**config.mk**
```make
export PLATFORM = sky130hd
export DESIGN_NAME = stopwatch
export DESIGN_NICKNAME = d
export VERILOG_FILES = /design/src/rtl/stopwatch.sv
export SDC_FILE = /design/constraint.sdc
export NUM_CORES = 1
export LEC_CHECK = 0
export ABC_AREA = 0
export BUFFER_PORTS_ARGS = -buffer_cell sky130_fd_sc_hd__buf_2
export CAP_MARGIN = 20
export CORE_MARGIN = 2
export CORE_UTILIZATION = 54
export DETAILED_ROUTE_END_ITERATION = 12
export PLACE_DENSITY = 0.73
export SYNTH_ARGS = -nofsm -noshare
export SYNTH_HDL_FRONTEND = slang
export SYNTH_SLANG_ARGS = --single-unit
```
**constraint.sdc**
```tcl
create_clock -name CLOCK_50 -period 2.1 [get_ports CLOCK_50]
set_input_delay 0.21 -clock CLOCK_50 [delete_from_list [all_inputs] [get_ports CLOCK_50]]
set_output_delay 0.21 -clock CLOCK_50 [all_outputs]
set_load 0.01 [all_outputs]
```
**src/rtl/stopwatch.sv**
```systemverilog
// stopwatch: mm:ss stopwatch with start/pause, lap hold and overflow flash
//   CLOCK_50             clock, all logic on its rising edge
//   reset_btn            synchronous active-low reset
//   start_btn            active-low asynchronous pushbutton: start / pause
//   lap_btn              active-low asynchronous pushbutton: lap / clear
//   disp_d0..disp_d3     BCD seconds units, seconds tens, minutes units, minutes tens
//   state                IDLE=0 RUN=1 PAUSE=2 LAP=3 FULL=4
//   ledr                 all bits follow the flash bit while FULL
//   tick                 one-cycle pulse on each counted second
module stopwatch #(
  parameter int TICKS_PER_SEC = 50000000
) (
  input  logic       CLOCK_50,
  input  logic       reset_btn,
  input  logic       start_btn,
  input  logic       lap_btn,
  output logic [3:0] disp_d0,
  output logic [3:0] disp_d1,
  output logic [3:0] disp_d2,
  output logic [3:0] disp_d3,
  output logic [2:0] state,
  output logic [9:0] ledr,
  output logic       tick
);
  localparam logic [2:0] IDLE = 3'd0, RUN = 3'd1, PAUSE = 3'd2, LAP = 3'd3, FULL = 3'd4;
  localparam int PW = TICKS_PER_SEC > 1 ? $clog2(TICKS_PER_SEC) : 1;
  localparam logic [PW-1:0] PMAX = PW'(TICKS_PER_SEC - 1);
  logic [2:0] st_q, st_d, ss_q, ss_d, ls_q, ls_d;
  logic [1:0] warm_q, warm_d, ev_q, ev_d;
  logic [PW-1:0] pre_q, pre_d;
  logic [15:0] tm_q, tm_d, lap_q, lap_d, tm_inc;
  logic flash_q, flash_d, active, counting, start_ev, lap_ev, c0, c1, c2;
  always_comb begin
    ss_d = {ss_q[1:0], start_btn};
    ls_d = {ls_q[1:0], lap_btn};
    warm_d = warm_q == 2'd3 ? warm_q : warm_q + 2'd1;
    // edges count only once the oldest stage holds a real post-reset sample, so a button held through reset is ignored
    ev_d = warm_q == 2'd3 ? {ls_q[2] & ~ls_q[1], ss_q[2] & ~ss_q[1]} : 2'b00;
    start_ev = ev_q[0];
    lap_ev = ev_q[1] & ~ev_q[0];
    active = st_q == RUN || st_q == LAP || st_q == FULL;
    counting = st_q == RUN || st_q == LAP;
    tick = active && pre_q == PMAX;
    pre_d = active ? (tick ? '0 : pre_q + PW'(1)) : (st_q == IDLE && start_ev) ? '0 : pre_q;
    c0 = tm_q[3:0] == 4'd9;
    c1 = c0 && tm_q[7:4] == 4'd5;
    c2 = c1 && tm_q[11:8] == 4'd9;
    tm_inc = {c2 ? tm_q[15:12] + 4'd1 : tm_q[15:12],
              c2 ? 4'd0 : c1 ? tm_q[11:8] + 4'd1 : tm_q[11:8],
              c1 ? 4'd0 : c0 ? tm_q[7:4] + 4'd1 : tm_q[7:4],
              c0 ? 4'd0 : tm_q[3:0] + 4'd1};
    st_d = st_q;
    tm_d = tm_q;
    lap_d = lap_q;
    flash_d = flash_q;
    case (st_q)
      IDLE:  st_d = start_ev ? RUN : IDLE;
      RUN: begin
        st_d = start_ev ? PAUSE : lap_ev ? LAP : RUN;
        lap_d = lap_ev ? tm_q : lap_q;
      end
      LAP:   st_d = start_ev ? PAUSE : lap_ev ? RUN : LAP;
      PAUSE: st_d = start_ev ? RUN : lap_ev ? IDLE : PAUSE;
      FULL:  st_d = lap_ev ? IDLE : FULL;
      default: st_d = IDLE;
    endcase
    if ((st_q == PAUSE || st_q == FULL) && lap_ev) tm_d = 16'h0000;
    // a tick at 99:59 saturates and wins over any same-edge button transition
    if (counting && tick) begin
      if (tm_q == 16'h9959) begin
        st_d = FULL;
        flash_d = 1'b0;
      end else tm_d = tm_inc;
    end
    if (st_q == FULL && tick) flash_d = ~flash_q;
  end
  always_ff @(posedge CLOCK_50) begin
    if (!reset_btn) begin
      st_q <= IDLE;
      ss_q <= '1;
      ls_q <= '1;
      warm_q <= '0;
      ev_q <= '0;
      pre_q <= '0;
      tm_q <= '0;
      lap_q <= '0;
      flash_q <= 1'b0;
    end else begin
      st_q <= st_d;
      ss_q <= ss_d;
      ls_q <= ls_d;
      warm_q <= warm_d;
      ev_q <= ev_d;
      pre_q <= pre_d;
      tm_q <= tm_d;
      lap_q <= lap_d;
      flash_q <= flash_d;
    end
  end
  assign {disp_d3, disp_d2, disp_d1, disp_d0} = st_q == LAP ? lap_q : tm_q;
  assign state = st_q;
  assign ledr = {10{st_q == FULL && flash_q}};
endmodule
```
# After elaboration in Yosys (flattened, before gate mapping)
# Cells that the tools add are included.
[classes]
add_sub_neg = 6
bitwise_logic = 7
mux = 27
n_eq_ne = 13
n_reduce_logical = 18
[ops]
columns = ["operator", "count"]
rows = [
  ["$mux 26", 3],
  ["$mux 16", 4],
  ["$add 26x1->26 const B", 1],
  ["$eq 26x26->1 const B", 1],
  ["$mux 4", 6],
  ["$add 4x1->4 const B", 4],
  ["$eq 16x16->1 const B", 1],
  ["$pmux 3 s5", 1],
  ["$mux 2", 6],
  ["$mux 3", 3],
  ["$eq 4x4->1 const B", 2],
  ["$logic_and 1x1->1", 8],
  ["$ne 4x3->1 const B", 2],
  ["$eq 3x2->1 const B", 2],
  ["$reduce_and 2->1", 3],
  ["$reduce_bool 2->1", 3],
  ["$eq 4x3->1 const B", 1],
  ["$mux 1", 4],
  ["$not 1->1", 4],
  ["$and 1x1->1", 3],
  ["$eq 3x1->1 const B", 1],
  ["$eq 3x3->1 const B", 1],
  ["$logic_not 3->1", 1],
  ["$logic_or 1x1->1", 3],
  ["3 further kinds", 3],
]
[word_totals]
elab_cells = 83
reg_bits = 72
output_inout_bits = 30
inputBits = 4

# Depth between registers and ports, before layout
# Gate-level depths: netlist of run 1.
[logic_depth]
ltp_word = 7
ltp_mapped = 10
mapped_depth_nobuf = 7

# Worst setup path before layout of run 1
# No wires, ideal clock.
[synth_path]
path_kind = "register to register"
startpoint = "register pre_q[0]"
endpoint = "register tm_q[9]"
setup_slack_ps = -17
setup_time_ps = 127
synth_period_minus_slack_ps = 2117
t_arrival_ps = 1990
path_stages_with_launch = 7
path_buffers = 0
required_ps = 1973
cell_sequence = "dfxtp_1 ha_1 nand4_2 or4_4 nor4_4 a2bb2oi_1 o22ai_1"
[synth_between]
elab_chain_len = 4
word_cells_on_any_way = 5
classes_between = "eq/ne (2); mux (1); reduce/logical (2)"
[synth_rtl]
columns = ["item", "line_no", "rtl"]
rows = [
  ["start: declaration", "30", "logic [PW-1:0] pre_q, pre_d;"],
  ["start signal: assignment", "94", "pre_q <= pre_d;"],
  ["$eq 26x26->1 *", "43", "tick = active && pre_q == PMAX;"],
  ["$logic_and 1x1->1 *", "43", ""],
  ["$logic_and 1x1->1 *", "69", "if (counting && tick) begin"],
  ["$ne 4x3->1 (no line) / $mux 16 (equally long branches)", "--", ""],
  ["end signal: assignment", "95", "tm_q <= tm_d;"],
  ["end: declaration", "31", "logic [15:0] tm_q, tm_d, lap_q, lap_d, tm_inc;"],
]
# Every way passes the cells marked *; elsewhere a longest branch is shown, timed or not.
# A chain may end at the register's enable or synchronous reset.

# Worst setup path in the final report of run 1
[layout_path]
startpoint = "register pre_q[0]"
endpoint = "output tick"
[layout_between]
elab_chain_len = 2
[layout_rtl]
columns = ["item", "line_no", "rtl"]
rows = [
  ["$eq 26x26->1", "43", ""],
  ["$logic_and 1x1->1", "43", ""],
  ["end: declaration", "23", "output logic tick"],
]
# Every way passes these cells.

==> results of run 1 <==
-- flip-flops by register name, summed over array words and instances, names as in the netlist --
signal   flops
pre_q       26
lap_q       16
tm_q        16
ls_q         3
ss_q         3
state        3
ev_q         2
warm_q       2
flash_q      1
-- layer usage --
metal  track usage (%)  vias up  wire length, microns  share of wire [%]
met5                 0        -                     0                  0
met4              9.92        0                   148                1.6
met3              4.01       14                   511                5.6
met2              36.8       95                  4100                 45
met1              32.2     1649                  4290                 47
li1                  -     1703                     -                  -
-- cell families after synthesis --
kind of cell / Yosys count
adder cells (fa/ha/maj): 8
flip-flops: 72
AND/OR/NAND/NOR: 188
buffers and inverters: 42
multiplexers: 41
AO/OA/AOI/OAI: 82
XOR/XNOR: 7
-- Yosys cell counts (all sizes together), types with 4 or more instances --
cell type	number	area [sq um]
nand3b	7	52.6
inv	9	33.8
or3	8	50.1
a22o	5	45.0
a31oi	13	81.3
o21ai	17	85.1
mux2	17	191
nand2b	14	87.6
clkbuf	13	50.0
nand4	17	113
nor2	44	168
a21o	6	50.0
nor2b	4	25.0
nand2	34	128
buf	20	139
nor3	9	50.1
ha	8	100
nor4	8	92.6
a21oi	19	95.1
and2	6	37.5
nand3	15	75.1
mux2i	24	240
dfxtp	72	1440
and3	7	43.8
xnor2	4	35.0
-- path summary, 6_finish.rpt --
| kind | from | depth (start not counted) | to | slack, ns |
|---|---|---|---|---|
| hold reg to reg | ls_q[0]$_SDFF_PN1_ | 1 | ls_q[1]$_SDFF_PN1_ | 0.41 |
| setup / recovery | pre_q[0]$_SDFFE_PN0P_ | 5 | tick | 0.05 |
| hold / removal | lap_btn | 2 | ls_q[0]$_SDFF_PN1_ | 0.03 |
| setup reg to reg | pre_q[0]$_SDFFE_PN0P_ | 7 | pre_q[24]$_SDFFE_PN0P_ | 0.07 |
-- power by group through the flow --
stage	logic [mW]	registers [mW]	clock network, mW
floorplan	0.0576	1.42	0
global placement	0.0791	1.42	0
detailed placement	0.0823	1.42	0
CTS	0.0829	1.39	1.18
global route	0.0945	1.39	1.23
finish	0.0834	1.39	1.17
-- cell type report --
type | count | area share (%)
inverter | 9 | 0.740
clock buffer | 11 | 2.88
timing repair buffer | 74 | 10.6
multi-input combinational | 326 | 49.9
sequential | 72 | 31.7
clock inverter | 4 | 1.53
tap | 96 | 2.63
-- stage by stage --
step | TNS [ns] | hold WS [ns] | util, % | power [mW]
after floorplan | 0 | 0.311 | - | 1.47
final | 0 | 0.0311 | 66.5 | 2.64
after global placement | -0.0105 | 0.394 | 62.4 | 1.50
after detailed placement | -0.184 | 0.397 | 62.4 | 1.50
after CTS | 0 | 0.0277 | 65.5 | 2.65
after global routing | -0.193 | 0.0356 | 66.5 | 2.72
-- repair_timing --
item | 4_1_cts | 5_1_grt
hold buffers | 0 | 0
buffers inserted | 0 | 1
setup endpoints to repair | 8 | 48
gates resized for setup | 3 | 15
pin swaps | 1 | 1
==> reports/metrics.cfg, run 1 <==
[cells_and_area]
drive_gt1_share_pct = 27.6
multi_input_area_sq_um = 2280
nets = 504
final_common_cell = dfxtp_1
final_cells = 592
diodes = 0
area_growth_syn_to_layout_pct = 18.1
fillCellCount = 575
seq_area_sq_um = 1450
final_cell_area_sq_um = 4570
most-common-layout-cells = dfxtp_1, nor2_1, buf_4

[floorplan]
std_cell_rows = 30
die-height_microns = 88.6
die_w_microns = 88.6
core-area_sq_um = 6870
initial_utilization_pct = 56.3
ios = 34
die-area_sq_um = 7850

[placed_design]
portBuffers = 33
gp_congestion = 0.867
post-place-cells = 576
hpwl_microns = 6300
place_ws_ns = -0.0408
place_area_sq_um = 4290

[setup_path]
worstPathArrival_ns = 1.84
crit_required_ns = 1.89
cp_cell_sequence = ha_4 -> nand4_2 -> or4_4 -> nor3b_4 -> buf_2
cpPeakStageDelay_ns = 0.48
crit_fanout = 5
crit_buf_inv = 1
critical_path.endpoint_type = primary output
timing_worst_setup_path_type = flop to primary output
cpLargestDelayFamily = simple AND/OR/NAND/NOR gates
crit_slowest_cell = or4_4
startpoint_type = flop

[cts]
clock_sinks = 72
clock_latency_ns = 0.36
cts_buffers = 9
clock-root-buffer = clkbuf_8
htree_levels = 3
cts.reportedPaths.clkPinSlew_ns = 0.07
cts_tree = done
clockBufferDepth = 2

[drt]
final_antenna_net_count = 0
drt_first_pass_iters = 4
drc = 0
wl_per_cell_microns = 15.3
drt_iter0_drc = 216
viasPerCell = 5.85
routed_wl_microns = 9050
vias = 3461

[global_route]
grt_max_degree = 27
grt_pass1_vias = 3121
grt_antenna_before_repair = 0
grt_pass1_wl_microns = 14400
gr-usage-all-layers_pct = 23.5
grt_remaining_overflow = 0

[power_and_ir_drop]
p_int_mw = 2.07
pwr-share-clk_pct = 44.3
power.leakage_nw = 1.81
netSwitchingPower_mw = 0.572
max-vdd-ir-drop_mv = 0.363
p_sw_share_pct = 21.7
power_frac_comb_pct = 3.2
p_seq_share_pct = 52.5
powerDensity_nw_per_um2 = 578

[run]
max-cap-violations = 0

[yosys]
synth_cell_types = 63
syn-mean-instance-area_sq_um = 8.79
yosysSeqAreaShare_pct = 37.3
synth_top_family_by_area = simple AND/OR/NAND/NOR gates
syn_area_sq_um = 3870
synthAdderAreaFrac_pct = 2.59
synth-main-ff-cell = dfxtp_1
postSynth.asyncResetShare_pct = 0
yosysWarningCount = 0
ys_ff_latch = 72
synthSimpleGateAreaFrac_pct = 27.5
synth_compound_area_share_pct = 14.1
synthMuxAreaShare_pct = 11.2
synth_xor_area_share_pct = 1.59
synth_edf_count = 0
syn_inst = 440
synth_nets = 452

[timing]
worst_slew_pin_slew_ns = 0.491
hold_violations = 0
slew_headroom_pct = 67.0
min_period_over_period_pct = 97.7
fmax_mhz = 487
setup_violations = 0
layout_setup_ws_ns = 0.0479
fin_crit_ns = 2.05
drv_slew = 0
skew_ns = 0.00804

[hold_path]
hold_path_class = input pin to flop

[status]
status = finished clean

(Power assumes the default switching activity.)
==> run 2, diff against run 1 <==
==> config.mk (replaced) <==
export PLATFORM = sky130hd
export DESIGN_NAME = stopwatch
export DESIGN_NICKNAME = d
export VERILOG_FILES = /design/src/rtl/stopwatch.sv
export SDC_FILE = /design/constraint.sdc
export NUM_CORES = 1
export LEC_CHECK = 0
export ABC_AREA = 0
export CAP_MARGIN = 20
export CORE_MARGIN = 2
export CORE_UTILIZATION = 57
export DETAILED_ROUTE_END_ITERATION = 12
export DONT_BUFFER_PORTS = 1
export HOLD_SLACK_MARGIN = 0.15
export PLACE_DENSITY = 0.72
export SYNTH_ARGS = -nofsm -noshare
export SYNTH_HDL_FRONTEND = slang
export SYNTH_SLANG_ARGS = --single-unit
==> run 2 against run 1 <==
Compared with the run above:
- wire length shrank 1.6%
- first-iteration DRC count grew 14%
- core utilization barely moved
- global-route usage increased by 1.2 points
- maximum frequency grew 0.27%
- setup slack better by 0.0055 ns
- die area down 5.0%
- worst hold slack better by 0.14 ns
- critical endpoint unchanged
- largest cell class unchanged
==> reports/metrics.cfg, run 2 (same netlist as run 1, synthesis figures left out) <==
[status]
status = finished clean

[cts]
cts.reportedPaths.clkPinSlew_ns = 0.07  ; about the same
clock_latency_ns = 0.35  ; about the same
clock-root-buffer = clkbuf_8
cts_tree = done
cts_buffers = 9  ; unchanged
clockBufferDepth = 2  ; unchanged
clock_sinks = 72  ; unchanged
htree_levels = 3  ; unchanged

[power_and_ir_drop]
powerDensity_nw_per_um2 = 600  ; +3.8%
power.leakage_nw = 1.65  ; -8.7%
max-vdd-ir-drop_mv = 0.429  ; +18%
total_power_mw = 2.67  ; +0.94%

[cells_and_area]
largest-register = pre_q
largestRegisters = pre_q x26, lap_q x16, tm_q x16
final_common_cell = dfxtp_1
drive_gt1_share_pct = 22.4  ; -5.2 points
most-common-layout-cells = dfxtp_1, nor2_1, buf_4
area_growth_syn_to_layout_pct = 14.9
largest_reg_flops = 26  ; unchanged
utilization_pct = 66.5  ; about the same
diodes = 0  ; unchanged
nets = 475  ; -5.8%

[timing]
fin_crit_ns = 2.05  ; -0.00547 ns
setup_violations = 0  ; unchanged
drv_slew = 0  ; unchanged
fmax_mhz = 489  ; +0.27%
min_period_over_period_pct = 97.5  ; -0.26 points
skew_ns = 0.0102  ; +0.00219 ns
slew_headroom_pct = 39.1  ; -28 points
hold_violations = 0  ; unchanged
worst_slew_pin_slew_ns = 0.910  ; +0.419 ns

[global_route]
grt_pass1_vias = 3059  ; -2.0%
grt_max_degree = 39  ; +44%
grt_antenna_before_repair = 0  ; unchanged
grt_pass1_wl_microns = 14800  ; +3.1%
gr-usage-all-layers_pct = 24.7  ; +1.2 points
grt_remaining_overflow = 0  ; unchanged

[drt]
viasPerCell = 6.03  ; +3.2%
routed_wl_microns = 8900  ; -1.6%
drt_iter0_drc = 246  ; +14%
final_antenna_net_count = 0  ; unchanged
wl_per_cell_microns = 16.2  ; +6.3%
vias = 3307  ; -4.4%
drt_first_pass_iters = 5  ; +1
drc = 0  ; unchanged

[floorplan]
core-area_sq_um = 6680  ; -2.7%
die_w_microns = 86.4  ; -2.6%
initial_utilization_pct = 57.9  ; +1.6 points
die-height_microns = 86.4  ; -2.6%
std_cell_rows = 30  ; unchanged
ios = 34  ; unchanged
die-area_sq_um = 7460  ; -5.0%

[setup_path]
timing_worst_setup_path_type = flop to primary output
crit_required_ns = 1.89  ; about the same
reg2reg_slack_ns = 0.10  ; +0.03 ns
crit_fanout = 6  ; +1
worstPathArrival_ns = 1.84  ; about the same
startpoint_type = flop
critical_path.endpoint_type = primary output

[placed_design]
portBuffers = 0  ; -100%
hpwl_microns = 6050  ; -4.0%
gp_congestion = 0.908  ; +4.7%

[run]
max-cap-violations = 0  ; unchanged

[hold_path]
hold_path_class = input pin to flop

-- run 2: stage by stage --
stage | cells | TNS, ns | instance area, sq um | hold slack (ns) | setup WS, ns
2_1_floorplan | 440 | 0 | 3870 | 0.311 | 0.00302
3_3_place_gp | 528 | 0 | 4120 | 0.293 | 0.0268
3_5_place_dp | 528 | -0.122 | 4120 | 0.293 | -0.0543
4_1_cts | 547 | 0 | 4380 | 0.171 | 0.0378
5_1_grt | 548 | -0.000632 | 4440 | 0.199 | -0.000632
6_report | 548 | 0 | 4440 | 0.173 | 0.0533
-- run 2: worst max-delay path, cell delays in order (launching register included) --
cell and delay, ns:
dfxtp_2 0.38, nand4_1 0.17, or4_4 0.57, nor3b_4 0.22, buf_4 0.15
-- run 2: timing repair --
item                                    in CTS  in global routing
hold endpoints to repair                    18                  0
buffers inserted                             0                  1
hold buffers                                 3                  0
gates resized for setup                      6                 11
pin swaps                                    3                  2
endpoints found under the setup margin       8                 13
-- run 2: worst paths after layout --
path	start	to	depth (start not counted)
hold reg to reg	ls_q[0]$_SDFF_PN1_	ls_q[1]$_SDFF_PN1_	1
hold / removal	reset_btn	tm_q[12]$_SDFFE_PN0P_	2
setup reg to reg	pre_q[0]$_SDFFE_PN0P_	pre_q[24]$_SDFFE_PN0P_	7
setup / recovery	pre_q[20]$_SDFFE_PN0P_	tick	4
-- run 2: cell type report --
type | instances | area [sq um]
multi-input combinational | 326 | 2280
timing repair buffer | 45 | 374
sequential | 72 | 1450
fill | 550 | 2240
inverter | 9 | 33.8
clock inverter | 6 | 83.8
clock buffer | 10 | 128
tap | 80 | 100
-- run 2: metal layers --
| metal | vias up | global-route usage (%) | share of wire, % |
|---|---|---|---|
| met2 | 91 | 37.3 | 45 |
| met4 | 0 | 6.96 | 0.81 |
| met3 | 8 | 6.67 | 6.0 |
| li1 | 1643 | - | - |
| met1 | 1565 | 34.9 | 48 |
| met5 | - | 0 | 0 |
-- run 2: report_power, final --
| group | internal (mW) | switching [mW] |
|---|---|---|
| Clock | 0.665 | 0.531 |
| Combinational | 0.0307 | 0.0521 |
| Sequential | 1.38 | 0.00778 |
| Total | 2.07 | 0.591 |
==> run 3, diff against run 2 <==
--- a/config.mk
+++ b/config.mk
@@ -13,6 +13,7 @@
 export DONT_BUFFER_PORTS = 1
 export HOLD_SLACK_MARGIN = 0.15
 export PLACE_DENSITY = 0.72
+export SETUP_SLACK_MARGIN = 0.2
 export SYNTH_ARGS = -nofsm -noshare
 export SYNTH_HDL_FRONTEND = slang
 export SYNTH_SLANG_ARGS = --single-unit
==> run 3 against run 2 <==
Compared with the run above:
- power is 7.6% lower
- worst hold slack improved by 0.024 ns
- sequential share of layout area fell by 2.7 points
- largest cell class unchanged
- sequential cell count is the same
- clock-buffer cell count fell by 1
- non-clock buffer count is 26 higher
- critical endpoint unchanged
- wire length is 11% higher
- die area is the same
- combinational power increased by 19%
==> reports/metrics.cfg, run 3 (same netlist as run 1, synthesis figures left out) <==
[status]
status = finished clean

[cts]
cts_buffers = 9  ; unchanged
clock-root-buffer = clkbuf_8
htree_levels = 3  ; unchanged
clock_latency_ns = 0.36  ; about the same
clockBufferDepth = 2  ; unchanged
cts_tree = done
clock_sinks = 72  ; unchanged
cts.reportedPaths.clkPinSlew_ns = 0.08  ; about the same

[floorplan]
initial_utilization_pct = 57.9  ; unchanged
core-area_sq_um = 6680  ; unchanged
die_w_microns = 86.4  ; unchanged
die-area_sq_um = 7460  ; unchanged
std_cell_rows = 30  ; unchanged
die-height_microns = 86.4  ; unchanged
ios = 34  ; unchanged

[timing]
fin_crit_ns = 2.08  ; +0.0318 ns
slew_headroom_pct = 60.6  ; +22 points
whs_ns = 0.197  ; +0.0243 ns
hold_violations = 0  ; unchanged
skew_ns = 0.0107  ; +0.000467 ns
layout_setup_ws_ns = 0.0216  ; -0.0318 ns
fmax_mhz = 481  ; -1.5%
tns_ns = 0  ; unchanged
grt_setup_unrepaired = yes
setup_violations = 0  ; unchanged
min_period_over_period_pct = 99.0  ; +1.5 points
drv_slew = 0  ; unchanged
worst_slew_pin_slew_ns = 0.586  ; -0.324 ns

[placed_design]
gp_congestion = 0.857  ; -5.6%
place_ws_ns = 0.0698  ; +0.124 ns
post-place-cells = 529  ; +0.19%
place_area_sq_um = 4150  ; +0.73%
hpwl_microns = 6030  ; -0.35%
portBuffers = 0  ; unchanged

[setup_path]
crit_required_ns = 1.89  ; about the same
critical_path.endpoint_type = primary output
timing_worst_setup_path_type = flop to primary output
startpoint_type = flop
ff2ff_path_depth = 9  ; +2
reg2reg_to = pre_q[25]$_SDFFE_PN0P_
reg2reg_slack_ns = 0.06  ; -0.04 ns
r2r-start = pre_q[0]$_SDFFE_PN0P_
worstPathArrival_ns = 1.87  ; +0.03 ns
crit_fanout = 3  ; -3

[global_route]
grt_max_degree = 17  ; -56%
grt_remaining_overflow = 0  ; unchanged
grt_pass1_wl_microns = 15300  ; +2.9%
gr-usage-all-layers_pct = 25.9  ; +1.2 points
grt_pass1_vias = 3287  ; +7.5%
grt_antenna_before_repair = 0  ; unchanged

[power_and_ir_drop]
pwr-share-clk_pct = 39.9  ; -5.0 points
max-vdd-ir-drop_mv = 0.426  ; -0.50%
p_sw_share_pct = 25.2  ; +3.0 points
power_frac_comb_pct = 4.0  ; +0.9 points
power.leakage_nw = 1.85  ; +12%
p_int_mw = 1.84  ; -11%
powerDensity_nw_per_um2 = 501  ; -17%
p_seq_share_pct = 56.1  ; +4.1 points
total_power_mw = 2.46  ; -7.6%
netSwitchingPower_mw = 0.620  ; +5.0%

[cells_and_area]
most-common-layout-cells = dfxtp_1, buf_4, nor2_1
nets = 501  ; +5.5%
area_growth_syn_to_layout_pct = 27.2
final_cell_area_sq_um = 4920  ; +11%
final_cells = 574  ; +4.7%
final_common_cell = dfxtp_1
utilization_pct = 73.6  ; +7.1 points
diodes = 0  ; unchanged
drive_gt1_share_pct = 33.8  ; +11 points
largestRegisters = pre_q x26, lap_q x16, tm_q x16
largest_reg_flops = 26  ; unchanged
largest-register = pre_q

[drt]
routed_wl_microns = 9920  ; +11%
final_antenna_net_count = 0  ; unchanged
drc = 0  ; unchanged
wl_per_cell_microns = 17.3  ; +6.3%
drt_iter0_drc = 262  ; +6.5%
vias = 3593  ; +8.6%
drt_first_pass_iters = 5  ; unchanged
viasPerCell = 6.26  ; +3.7%

[hold_path]
holdPathStages = 2  ; unchanged
hold-path-endpoint = tm_q[12]$_SDFFE_PN0P_
hp-start = reset_btn
hold_path_class = input pin to flop

[run]
max-cap-violations = 0  ; unchanged

==> run 3: area by class of cell <==
type	count	area (sq um)
multi-input combinational	326	2510
fill	472	1760
sequential	72	1470
timing repair buffer	71	634
clock buffer	9	124
tap	80	100
clock inverter	7	47.5
inverter	9	33.8
==> run 3: worst max-delay path by stage <==
stage,startpoint,to,slack [ns],cells after the start
after floorplan,pre_q[1]$_SDFFE_PN0P_,tm_q[3]$_SDFF_PN0_,0.11,6
after global placement,pre_q[1]$_SDFFE_PN0P_,tm_q[3]$_SDFF_PN0_,0.10,7
after detailed placement,pre_q[1]$_SDFFE_PN0P_,tm_q[3]$_SDFF_PN0_,0.07,7
after CTS,pre_q[0]$_SDFFE_PN0P_,tick,-0.01,5
after global routing,pre_q[0]$_SDFFE_PN0P_,pre_q[24]$_SDFFE_PN0P_,-0.005,9
final,pre_q[0]$_SDFFE_PN0P_,tick,0.02,5
==> run 3: metal layers <==
metal	vias up	part of all wire [%]	track usage (%)
li1	1701	-	-
met1	1747	45	34.9
met2	130	46	39.3
met3	15	7.6	7.33
met4	0	1.7	9.94
met5	-	0	0
==> run 3: repair_timing <==
action                                 CTS  global route
setup endpoints to repair               44            71
buffers inserted                        11             6
endpoints found under the hold margin   19             0
pin swaps                               16            25
gates resized for setup                 45            51
hold buffers                             9             0
cloned                                   3             0
==> run 3: power by group through the flow <==
stage | Combinational, mW | Sequential (mW) | Clock, mW
2_1_floorplan | 0.0588 | 1.41 | 0
3_3_place_gp | 0.0698 | 1.42 | 0
3_5_place_dp | 0.0738 | 1.42 | 0
4_1_cts | 0.0914 | 1.38 | 0.995
5_1_grt | 0.107 | 1.38 | 1.06
6_report | 0.0989 | 1.38 | 0.983
==> run 3: worst max-delay path, stage by stage, from the launching register on <==
cell and delay [ns]:
dfxtp_4 0.36, ha_4 0.15, nand4_4 0.07, or4_4 0.55
nor3b_4 0.23, buf_4 0.15
